$ cat src/rtl/counter_seq.sv
// counter_seq: loadable up/down run counter with pause, abort and terminal-count detection.
//
// A run is started from IDLE with a direction, an initial count and a terminal count, all
// latched on the accepting edge. The counter steps once per RUN cycle until the updated count
// equals the latched target, spends one cycle in DONE, and then either returns to IDLE or,
// when the build macro COUNTER_SEQ_AUTORELOAD_EN is defined, reloads the initial count and
// runs again until aborted.
//
// Output timing, all outputs registered:
//   cnt     - the count itself.
//   busy    - high while the FSM sits in RUN or HOLD.
//   done    - one-cycle pulse in the cycle after DONE, i.e. one cycle after cnt first shows
//             the target value.
//   aborted - one-cycle pulse in the cycle after an abort was taken.
//   wrapped - sticky wrap-around flag, cleared only by an accepted start.

module counter_seq #(
  parameter int unsigned WIDTH = 8
) (
  input  logic             clk,
  input  logic             rst_n,
  input  logic             start,
  input  logic             dir,
  input  logic [WIDTH-1:0] load_val,
  input  logic [WIDTH-1:0] target,
  input  logic             pause,
  input  logic             abort,
  output logic [WIDTH-1:0] cnt,
  output logic             busy,
  output logic             done,
  output logic             aborted,
  output logic             wrapped
);

  typedef enum logic [1:0] {
    StIdle = 2'd0,
    StRun  = 2'd1,
    StHold = 2'd2,
    StDone = 2'd3
  } state_e;

  localparam logic [WIDTH-1:0] AllOnes = {WIDTH{1'b1}};
  localparam logic [WIDTH-1:0] AllZero = {WIDTH{1'b0}};
  localparam logic [WIDTH-1:0] One     = {{(WIDTH-1){1'b0}}, 1'b1};

  state_e           state_q, state_d;
  logic [WIDTH-1:0] cnt_q, cnt_d;
  logic             dir_q, dir_d;
  logic [WIDTH-1:0] load_q, load_d;
  logic [WIDTH-1:0] target_q, target_d;
  logic             busy_q, busy_d;
  logic             done_q, done_d;
  logic             aborted_q, aborted_d;
  logic             wrapped_q, wrapped_d;

  logic [WIDTH-1:0] cnt_step;
  logic             step_wraps;
  logic             start_ok;

  // Next count in the latched direction and whether that step crosses the wrap boundary.
  always_comb begin
    cnt_step   = cnt_q;
    step_wraps = 1'b0;
    if (dir_q) begin
      cnt_step   = cnt_q + One;
      step_wraps = (cnt_q == AllOnes);
    end else begin
      cnt_step   = cnt_q - One;
      step_wraps = (cnt_q == AllZero);
    end
  end

  // A start is taken only in IDLE and never in the cycle that shows the done pulse.
  always_comb begin
    start_ok = (state_q == StIdle) && start && !done_q;
  end

  // Next-state and next-output logic; every target gets its hold value first.
  always_comb begin
    state_d   = state_q;
    cnt_d     = cnt_q;
    dir_d     = dir_q;
    load_d    = load_q;
    target_d  = target_q;
    wrapped_d = wrapped_q;
    aborted_d = 1'b0;
    // done trails the DONE state by one cycle so it follows the first visible target count.
    done_d    = (state_q == StDone);

    unique case (state_q)
      StIdle: begin
        if (start_ok) begin
          dir_d     = dir;
          load_d    = load_val;
          target_d  = target;
          cnt_d     = load_val;
          wrapped_d = 1'b0;
          state_d   = (load_val == target) ? StDone : StRun;
        end
      end

      StRun: begin
        if (abort) begin
          state_d   = StIdle;
          aborted_d = 1'b1;
        end else if (pause) begin
          // The pausing edge itself does not count.
          state_d = StHold;
        end else begin
          cnt_d = cnt_step;
          if (step_wraps) begin
            wrapped_d = 1'b1;
          end
          if (cnt_step == target_q) begin
            state_d = StDone;
          end
        end
      end

      StHold: begin
        if (abort) begin
          state_d   = StIdle;
          aborted_d = 1'b1;
        end else if (!pause) begin
          // Resume without stepping; counting restarts on the following edge.
          state_d = StRun;
        end
      end

      StDone: begin
`ifdef COUNTER_SEQ_AUTORELOAD_EN
        if (abort) begin
          state_d   = StIdle;
          aborted_d = 1'b1;
        end else begin
          // Reload for another pass; wrapped stays sticky across passes.
          cnt_d   = load_q;
          state_d = (load_q == target_q) ? StDone : StRun;
        end
`else
        state_d = StIdle;
`endif
      end

      default: begin
        state_d = StIdle;
      end
    endcase

    busy_d = (state_d == StRun) || (state_d == StHold);
  end

  // State and output registers; reset discards any run without emitting pulses.
  always_ff @(posedge clk or negedge rst_n) begin
    if (!rst_n) begin
      state_q   <= StIdle;
      cnt_q     <= AllZero;
      dir_q     <= 1'b0;
      load_q    <= AllZero;
      target_q  <= AllZero;
      busy_q    <= 1'b0;
      done_q    <= 1'b0;
      aborted_q <= 1'b0;
      wrapped_q <= 1'b0;
    end else begin
      state_q   <= state_d;
      cnt_q     <= cnt_d;
      dir_q     <= dir_d;
      load_q    <= load_d;
      target_q  <= target_d;
      busy_q    <= busy_d;
      done_q    <= done_d;
      aborted_q <= aborted_d;
      wrapped_q <= wrapped_d;
    end
  end

  // Drive the ports straight from the registers.
  always_comb begin
    cnt     = cnt_q;
    busy    = busy_q;
    done    = done_q;
    aborted = aborted_q;
    wrapped = wrapped_q;
  end

endmodule

$ cat config.mk
export PLATFORM = sky130hd
export DESIGN_NAME = counter_seq
export DESIGN_NICKNAME = d
export VERILOG_FILES = /design/src/rtl/counter_seq.sv
export SDC_FILE = /design/constraint.sdc
export NUM_CORES = 1
export LEC_CHECK = 0
export CAP_MARGIN = 25
export CORE_ASPECT_RATIO = 1.1
export CORE_MARGIN = 2
export CORE_UTILIZATION = 61
export CTS_CLUSTER_DIAMETER = 150
export CTS_CLUSTER_SIZE = 14
export DETAILED_ROUTE_END_ITERATION = 7
export DONT_BUFFER_PORTS = 1
export GPL_TIMING_DRIVEN = 0
export PLACE_DENSITY = 0.85
export SLEW_MARGIN = 20
export SYNTH_ARGS = -nofsm -noshare
export SYNTH_HDL_FRONTEND = slang
export SYNTH_SLANG_ARGS = --single-unit
$ cat constraint.sdc
create_clock -name clk -period 5.6 [get_ports clk]
set_input_delay 1.12 -clock clk [delete_from_list [all_inputs] [get_ports clk]]
set_output_delay 1.12 -clock clk [all_outputs]
set_load 0.01 [all_outputs]
# [Yosys cells after proc, flatten, opt, wreduce, memory -nomap -nowiden]
# Index checks and enable logic that the tools add are counted.
[totals] register_bits=23 out_inout_bits=12
[classes] addsub=2 eq_ne=12 n_mux=21 n_reduce_logical=11
[op_table] operator="$mux W8" n=4
[op_table] operator="$eq A8 B8 Y1" n=2
[op_table] operator="$pmux W8 S2" n=1
[op_table] operator="$mux W2" n=7
[op_table] operator="$add A8 B1 Y8 const B" n=1
[op_table] operator="$eq A8 B8 Y1 const B" n=1
[op_table] operator="$logic_not A8 Y1" n=1
[op_table] operator="$ne A2 B2 Y1 const B" n=4
[op_table] operator="$pmux W2 S4" n=1
[op_table] operator="$sub A8 B1 Y8 const B" n=1
[op_table] operator="$mux W1" n=7
[op_table] operator="$eq A2 B2 Y1 const B" n=3
[op_table] operator="$reduce_and A5 Y1" n=1
[op_table] operator="$eq A2 B1 Y1 const B" n=2
[op_table] operator="$reduce_and A4 Y1" n=1
[op_table] operator="$logic_and A1 B1 Y1" n=2
[op_table] operator="$logic_not A2 Y1" n=1
[op_table] operator="$pmux W1 S2" n=1
[op_table] operator="$reduce_and A2 Y1" n=1
[op_table] operator="$reduce_bool A2 Y1" n=1
[op_table] operator="$reduce_or A2 Y1" n=1
[op_table] operator="$logic_not A1 Y1" n=1
[op_table] operator="$logic_or A1 B1 Y1" n=1

# [Logic depth before layout (Yosys ltp)]
# Gate-level depths: netlist of the first run.
[depth] word_depth=9 depth_mapped=10

# [Worst setup path before layout of the first run]
# OpenSTA, ideal clock, no wires.
[synth_path] kind="reg-to-reg" from="reg dir_q" to="reg busy_q, in the netlist busy" arrival_ns=2.470 required_ns=5.513 setup_slack_ns=3.044 path_stages_with_launch=11 path_buffers=2 cell_sequence="dfrtp_1 -> clkbuf_1 -> inv_1 -> ha_1 -> buf_2 -> xnor2_1 -> o311ai_0 -> and4bb_1 -> o311ai_1 -> or3_4 -> o211ai_1"
[synth_between] elab_chain_len=8
[synth_rtl] element="from (decl)" line="48" text="logic dir_q, dir_d;"
[synth_rtl] element="from (signal assigned)" line="168" text="dir_q <= dir_d;"
[synth_rtl] element="$mux W8 (*)" line="64" text="if (dir_q) begin"
[synth_rtl] element="$eq A8 B8 Y1 (*)" line="114" text="if (cnt_step == target_q) begin"
[synth_rtl] element="$mux W2 (*)" line="114"
[synth_rtl] element="$mux W2 (*)" line="106" text="end else if (pause) begin"
[synth_rtl] element="$mux W2 (*)" line="103" text="if (abort) begin"
[synth_rtl] element="$pmux W2 S4 (*)" line="90" text="unique case (state_q)"
[synth_rtl] element="$eq A2 B1 Y1 / $eq A2 B2 Y1 (equally long branches)" line="150" text="busy_d = (state_d == StRun) || (state_d == StHold);"
[synth_rtl] element="$logic_or A1 B1 Y1 (*)" line="150"
[synth_rtl] element="net busy_d" line="51" text="logic busy_q, busy_d;"
[synth_rtl] element="to (signal assigned)" line="171" text="busy_q <= busy_d;"
[synth_rtl] element="to (decl)" line="51"
# Mark *: on every way through the listed nets, which the timed path passes. The rest lies on a longest branch.
# A chain may end at the register's enable or synchronous reset.

# [Worst setup path in the final report of the first run]
# Same ends and word-level chain as after synthesis.

==> out/metrics.csv, run 1 <==
stage;metric;value;unit
outcome;status;complete, no violations;
timing;final worst-path cycle share;54.5;%
clocking;Max Buffers Root-to-Sink;2;
route;Final ANT Viol Nets;0;
timing;Max Slew Vio Count;0;
yosys;count leader, synth;dfrtp_1;
yosys;Commonest cells post-synth;dfrtp_1 (23), nand2_1 (15), nor2_1 (15), xnor2_1 (15), a21oi_1 (14);
yosys;register area share after synthesis;30.4;%
critical_path;Largest stage delay, worst path;0.46;ns
floorplan;Site Rows;21;
floorplan;Initial Util;63.2;%
critical_path;crit path capture type;flip-flop;
timing;max_slew headroom;55.1;%
timing;RSZ-0062 raised after global routing;no;
critical_path;Worst Setup Start Kind;flip-flop;
place;RePlAce Congestion;0.975;
global_route;GRT Overall Usage;26.5;%
global_route;initial antenna violation count;0;
yosys;Synth cell types;52;
critical_path;slowest CP cell;dfrtp_1;
route;vias per std cell;6.55;
critical_path;CP Max Fanout;10;
clocking;clk sinks;23;
timing;final hold vios;0;
layout;Syn-to-layout area delta;3.64;%
floorplan;Die X;57.1;µm
route;drc violations;0;
route;Avg WL per Cell;18.1;µm
global_route;vias in the first global route;1530;
timing;setup TNS;0;ns
global_route;first-pass GRT wire length;7300;µm
clocking;clk_lat worst skew;0.32;ns
worst_hold_path;Hold WC Path Type;input port to async pin;
clocking;clock slew seen by the registers of the worst setup and hold paths;0.13;ns
yosys;synthesized area per cell;9.01;µm²
clocking;# H-tree levels;1;
yosys;Ys Warns;0;
yosys;Synth Instances;210;
layout;fin nets;248;
clocking;CTS tree;yes;
yosys;asr flop ratio synth;100;%
yosys;Synth area leader;dfrtp_1;
place;port bufs;0;
layout;antenna cells;0;
timing;Hold WS;0.472;ns
clocking;root buf cell;clkbuf_4;
route;DRT iter0 DRCs;68;
yosys;Mapped Area;1890;µm²
clocking;CTS buffer count;3;
global_route;largest net degree at the start of global routing;24;
yosys;synthesized flop and latch total;23;
floorplan;Die Ht;62.4;µm
critical_path;Crit Path Category;flip-flop to flip-flop;
timing;Final setup viols;0;
route;routed wire length;4480;µm
timing;Worst Skew;0.00549;ns
timing;measured slew at the worst slew-check pin;0.673;ns
floorplan;Die Area;3560;µm²
critical_path;CP top delay family;buffers and inverters;
layout;share of layout cells above drive strength 1;9.35;%
clocking;Post-CTS Setup Bufs;0;
floorplan;Top Ports;34;
place;hpwl dp;3470;µm
clocking;Hold Buf Count CTS;0;
yosys;Post-synth top flop;dfrtp_1;
clocking;cts repair resizes;0;
flow_run;Max Cap Viol;0;
route;DR pass1 iterations;5;
timing;Min Clock Period, post-route;3.05;ns
floorplan;Core ar.;3000;µm²
critical_path;arrival time worst endpoint;3.30;ns
yosys;number of synthesized flops with an enable pin;0;
timing;setup slack after layout;2.55;ns
yosys;Syn Nets;243;
place;Post-Place Setup Slack;2.63;ns
timing;maximum clock rate;328;MHz
route;vias;1625;
critical_path;worst path bufs/invs;3;
yosys;post-synth top area share;30.4;%
global_route;gr ovfl total;0;
critical_path;CP Cell Sequence;clkbuf_1 > inv_1 > ha_1 > buf_2 > xnor2_1 > o311ai_0 > and4bb_1 > o311ai_1 > or3_4 > o211ai_1;
critical_path;Worst EP required;5.85;ns
yosys;synth top area cells;dfrtp_1 (30%), xnor2_1 (6.9%), ha_1 (6.6%);
## layer usage
metal | global-route usage, % | vias up | wire, µm
li1 | - | 774 | -
met5 | 0 | - | 0
met3 | 2.90 | 14 | 188
met4 | 11.6 | 0 | 114
met1 | 34.1 | 778 | 1860
met2 | 44.5 | 59 | 2320
## cell families (layout without fill, tap and decap cells)
family                   count (synthesis)  in the layout  share of synthesized area [%]
AO/OA/AOI/OAI                           54             54                           19.0
XOR/XNOR                                22             22                           11.7
adder cells (fa/ha/maj)                 11             11                           7.67
buffers and inverters                   18             22                           3.90
flip-flops                              23             23                           30.4
multiplexers                            16             16                           9.06
AND/OR/NAND/NOR                         66             66                           18.3
## per-stage QoR
| stage | instances | area (µm²) | utilization [%] |
|---|---|---|---|
| after detailed placement | 244 | 1930 | 64.6 |
| final | 248 | 1960 | 65.5 |
| after global routing | 248 | 1960 | 65.5 |
| after global placement | 244 | 1930 | 64.6 |
| after CTS | 248 | 1960 | 65.5 |
| after floorplan | 210 | 1890 | - |
## path summary, 6_finish.rpt
check	slack (ns)	depth (start not counted)	endpoint	from
max in group asynchronous	5.05	0	target_q[3]	rst_n
min in group clk	0.54	1	target_q[3]	target_q[3]
worst max-delay path	2.55	10	busy	dir_q
worst min-delay path	0.47	0	target_q[7]	rst_n
worst min register to register	0.54	1	target_q[3]	target_q[3]
worst max register to register	2.55	10	busy	dir_q
## worst register-to-register path, delay by kind of cell, from the launching register on
family,cells,cell delay [ns]
and+or+nand+nor,2,0.70
DFF,1,0.46
xor gates and xnor gates,1,0.26
AOI/OAI and AO/OA,3,0.48
adders and majority gates,1,0.31
buffers and inverters,3,0.77
## state kept, by name, summed over array words and instances, names as in the netlist
| signal | count |
|---|---|
| cnt | 8 |
| target_q | 8 |
| state_q | 2 |
| aborted | 1 |
| busy | 1 |
| dir_q | 1 |
| done | 1 |
| wrapped | 1 |
## layout by cell type, fill, tap and decap left out, drive strengths merged, types with 3 or more instances in the layout
cell     n
xor2     5
clkbuf   9
inv     10
nand4    5
and2     4
o21bai   3
or3      4
xnor2   15
mux2i    7
nor2    15
nand3    6
mux2     9
nor2b    4
a21oi   14
nor3     3
nand2   15
o21ai   11
dfrtp   23
ha      10
a211oi   4
buf      3
nor4     3
## final cells by class
class | instances | area (µm²)
multi-input cells | 169 | 1240
flip-flops and latches | 23 | 576
fillers | 263 | 1030
clock buffers | 4 | 26.3
well taps | 34 | 42.5
plain buffers | 8 | 36.3
inverters | 10 | 37.5
Power of run 1 is left out: the tool's default activity adds up to more than one toggle a clock period on the data nets, which glitch-free logic cannot reach.
==> run 2, diff against run 1 <==
--- a/config.mk
+++ b/config.mk
@@ -8,13 +8,13 @@
 export CAP_MARGIN = 25
 export CORE_ASPECT_RATIO = 1.1
 export CORE_MARGIN = 2
-export CORE_UTILIZATION = 61
+export CORE_UTILIZATION = 57
 export CTS_CLUSTER_DIAMETER = 150
 export CTS_CLUSTER_SIZE = 14
 export DETAILED_ROUTE_END_ITERATION = 7
 export DONT_BUFFER_PORTS = 1
 export GPL_TIMING_DRIVEN = 0
-export PLACE_DENSITY = 0.85
+export PLACE_DENSITY = 0.83
 export SLEW_MARGIN = 20
 export SYNTH_ARGS = -nofsm -noshare
 export SYNTH_HDL_FRONTEND = slang
==> constraint.sdc (replaced) <==
create_clock -name clk -period 2.8 [get_ports clk]
set_input_delay 0.56 -clock clk [delete_from_list [all_inputs] [get_ports clk]]
set_output_delay 0.56 -clock clk [all_outputs]
set_load 0.01 [all_outputs]
==> out/metrics.csv, run 2 (synthesis gave the netlist of run 1 again) <==
stage;metric;value;unit;change
route;vias;1580;;was 1625
timing;measured slew at the worst slew-check pin;0.602;ns;was 0.673 ns
timing;maximum clock rate;371;MHz;was 328 MHz
floorplan;Die X;58.9;µm;was 57.1 µm
timing;max_slew headroom;59.9;%;was 55.1%
place;port bufs;0;;unchanged
layout;share of layout cells above drive strength 1;15.2;%;was 9.35%
critical_path;most used cell, CP;o311ai_1;;
route;Avg WL per Cell;17.8;µm;was 18.1 µm
timing;Min Clock Period, post-route;2.70;ns;was 3.05 ns
global_route;gr ovfl total;0;;unchanged
layout;fin nets;251;;was 248
clocking;root buf cell;clkbuf_4;;unchanged
critical_path;Worst EP required;3.05;ns;was 5.85 ns
clocking;Max Buffers Root-to-Sink;2;;unchanged
timing;final hold vios;0;;unchanged
place;hpwl dp;3400;µm;was 3470 µm
timing;Max Slew Vio Count;0;;unchanged
global_route;largest net degree at the start of global routing;24;;unchanged
timing;setup TNS;0;ns;unchanged
floorplan;Site Rows;21;;unchanged
worst_hold_path;Hold WC Path Type;input port to async pin;;unchanged
floorplan;Die Area;3800;µm²;was 3560 µm²
timing;final worst-path cycle share;96.3;%;was 54.5%
clocking;CTS tree;yes;;unchanged
place;RePlAce Congestion;0.873;;was 0.975
critical_path;Crit Path Category;flip-flop to flip-flop;;unchanged
clocking;CTS buffer count;3;;unchanged
floorplan;Core ar.;3100;µm²;was 3000 µm²
layout;filler cell count;261;;was 263
layout;final cell count without fillers;251;;was 248
critical_path;slowest CP cell;fa_1;;was dfrtp_1
route;vias per std cell;6.29;;was 6.55
layout;antenna cells;0;;unchanged
outcome;status;finished, violations left;;was complete, no violations
floorplan;Top Ports;34;;unchanged
global_route;initial antenna violation count;0;;unchanged
floorplan;Initial Util;61.0;%;was 63.2%
clocking;clock slew seen by the registers of the worst setup and hold paths;0.13;ns;about the same
critical_path;CP Max Fanout;6;;was 10
critical_path;arrival time worst endpoint;2.94;ns;was 3.30 ns
clocking;clk sinks;23;;unchanged
global_route;first-pass GRT wire length;7420;µm;was 7300 µm
timing;Worst Skew;0.00639;ns;was 0.00549 ns
route;drc violations;2;;was 0
flow_run;Max Cap Viol;0;;unchanged
layout;most frequent cells in the layout;dfrtp_1 (21), nor2_1 (15), nand2_1 (15);;was dfrtp_1 (23), nor2_1 (15), xnor2_1 (15), nand2_1 (15), a21oi_1 (14)
route;Final ANT Viol Nets;0;;unchanged
global_route;GRT Overall Usage;25.4;%;was 26.5%
layout;commonest non-fill, non-tap cell in the layout;dfrtp_1;;unchanged
critical_path;crit path capture type;flip-flop;;unchanged
timing;RSZ-0062 raised after global routing;no;;unchanged
floorplan;Die Ht;64.4;µm;was 62.4 µm
critical_path;CP Cell Sequence;inv_1 > fa_1 > xor2_1 > o311ai_1 > and4bb_1 > o311ai_1 > or3_4 > o211ai_1;;was clkbuf_1 > inv_1 > ha_1 > buf_2 > xnor2_1 > o311ai_0 > and4bb_1 > o311ai_1 > or3_4 > o211ai_1
global_route;vias in the first global route;1587;;was 1530
critical_path;Largest stage delay, worst path;0.58;ns;was 0.46 ns
route;DR pass1 iterations;6;;was 5
layout;FF/Latch Area;578;µm²;was 576 µm²
route;routed wire length;4480;µm;about the same
critical_path;Worst Setup Start Kind;flip-flop;;unchanged
place;dpl cells;244;;unchanged
timing;Final setup viols;0;;unchanged
clocking;clk_lat worst skew;0.33;ns;was 0.32 ns
outcome;violated checks;design-rule violations;;
clocking;# H-tree levels;1;;unchanged
layout;multi-input logic area;1290;µm²;was 1240 µm²
layout;Syn-to-layout area delta;7.80;%;was 3.64%
route;DRT iter0 DRCs;90;;was 68
run 2: changes by cell type in the layout (fill, tap and decap cells not counted), moves of 2 or more:
cell	delta
dfrtp_2	+2
dfrtp_1	-2
clkbuf_1	-2
buf_4	+2
clkbuf_4	+3
run 2: through the flow:
stage / cell area (µm²) / hold slack [ns] / worst slack, ns / utilization, %
4_1_cts: 1990 / 0.351 / 0.00839 / 64.2
2_1_floorplan: 1890 / 0.264 / 0.244 / -
6_report: 2040 / 0.180 / 0.103 / 65.8
5_1_grt: 2040 / 0.200 / 0.00145 / 65.8
3_3_place_gp: 1930 / 0.265 / -0.132 / 62.4
3_5_place_dp: 1930 / 0.265 / -0.211 / 62.4
run 2: path summary, 6_finish.rpt:
kind | startpoint | to | slack, ns | cells after the start
worst max-delay path | cnt[0] | busy | 0.10 | 8
worst min-delay path | rst_n | target_q[0] | 0.18 | 1
worst max register to register | cnt[0] | busy | 0.10 | 8
worst min register to register | target_q[3] | target_q[3] | 0.54 | 1
max in group asynchronous | rst_n | dir_q | 2.25 | 1
min in group clk | abort | aborted | 0.36 | 1
run 2: area by class of cell:
class | count | area share, %
repair buffers | 3 | 0.982
inverters | 10 | 1.84
plain buffers | 8 | 2.21
clock buffers | 3 | 1.10
multi-input cells | 169 | 63.2
flip-flops and latches | 23 | 28.3
clock inverters | 1 | 0.245
well taps | 34 | 2.09
run 2: critical path: cells and delay by family (launching register included):
kind	cells	cell delay, ns
adder cells (fa/ha/maj)	1	0.58
flip-flops	1	0.49
AO/OA/AOI/OAI	3	0.49
buffers and inverters	1	0.12
XOR/XNOR	1	0.23
AND/OR/NAND/NOR	2	0.71
run 2: timing repair:
action,4_1_cts,5_1_grt
hold buffers,1,0
setup endpoints to repair,5,3
gates resized for setup,6,11
cloned,0,0
pin swaps,1,4
setup buffers,0,2
endpoints found under the hold margin,23,0
run 2: layer usage:
metal | part of all wire, % | vias up | wire length (µm) | GRT usage [%]
li1 | - | 774 | - | -
met4 | 1.7 | 0 | 74 | 6.82
met3 | 7.6 | 8 | 339 | 7.19
met5 | 0 | - | 0 | 0
met1 | 42 | 739 | 1890 | 31.8
met2 | 49 | 59 | 2170 | 42.4
Power of run 2 is left out for the same reason.
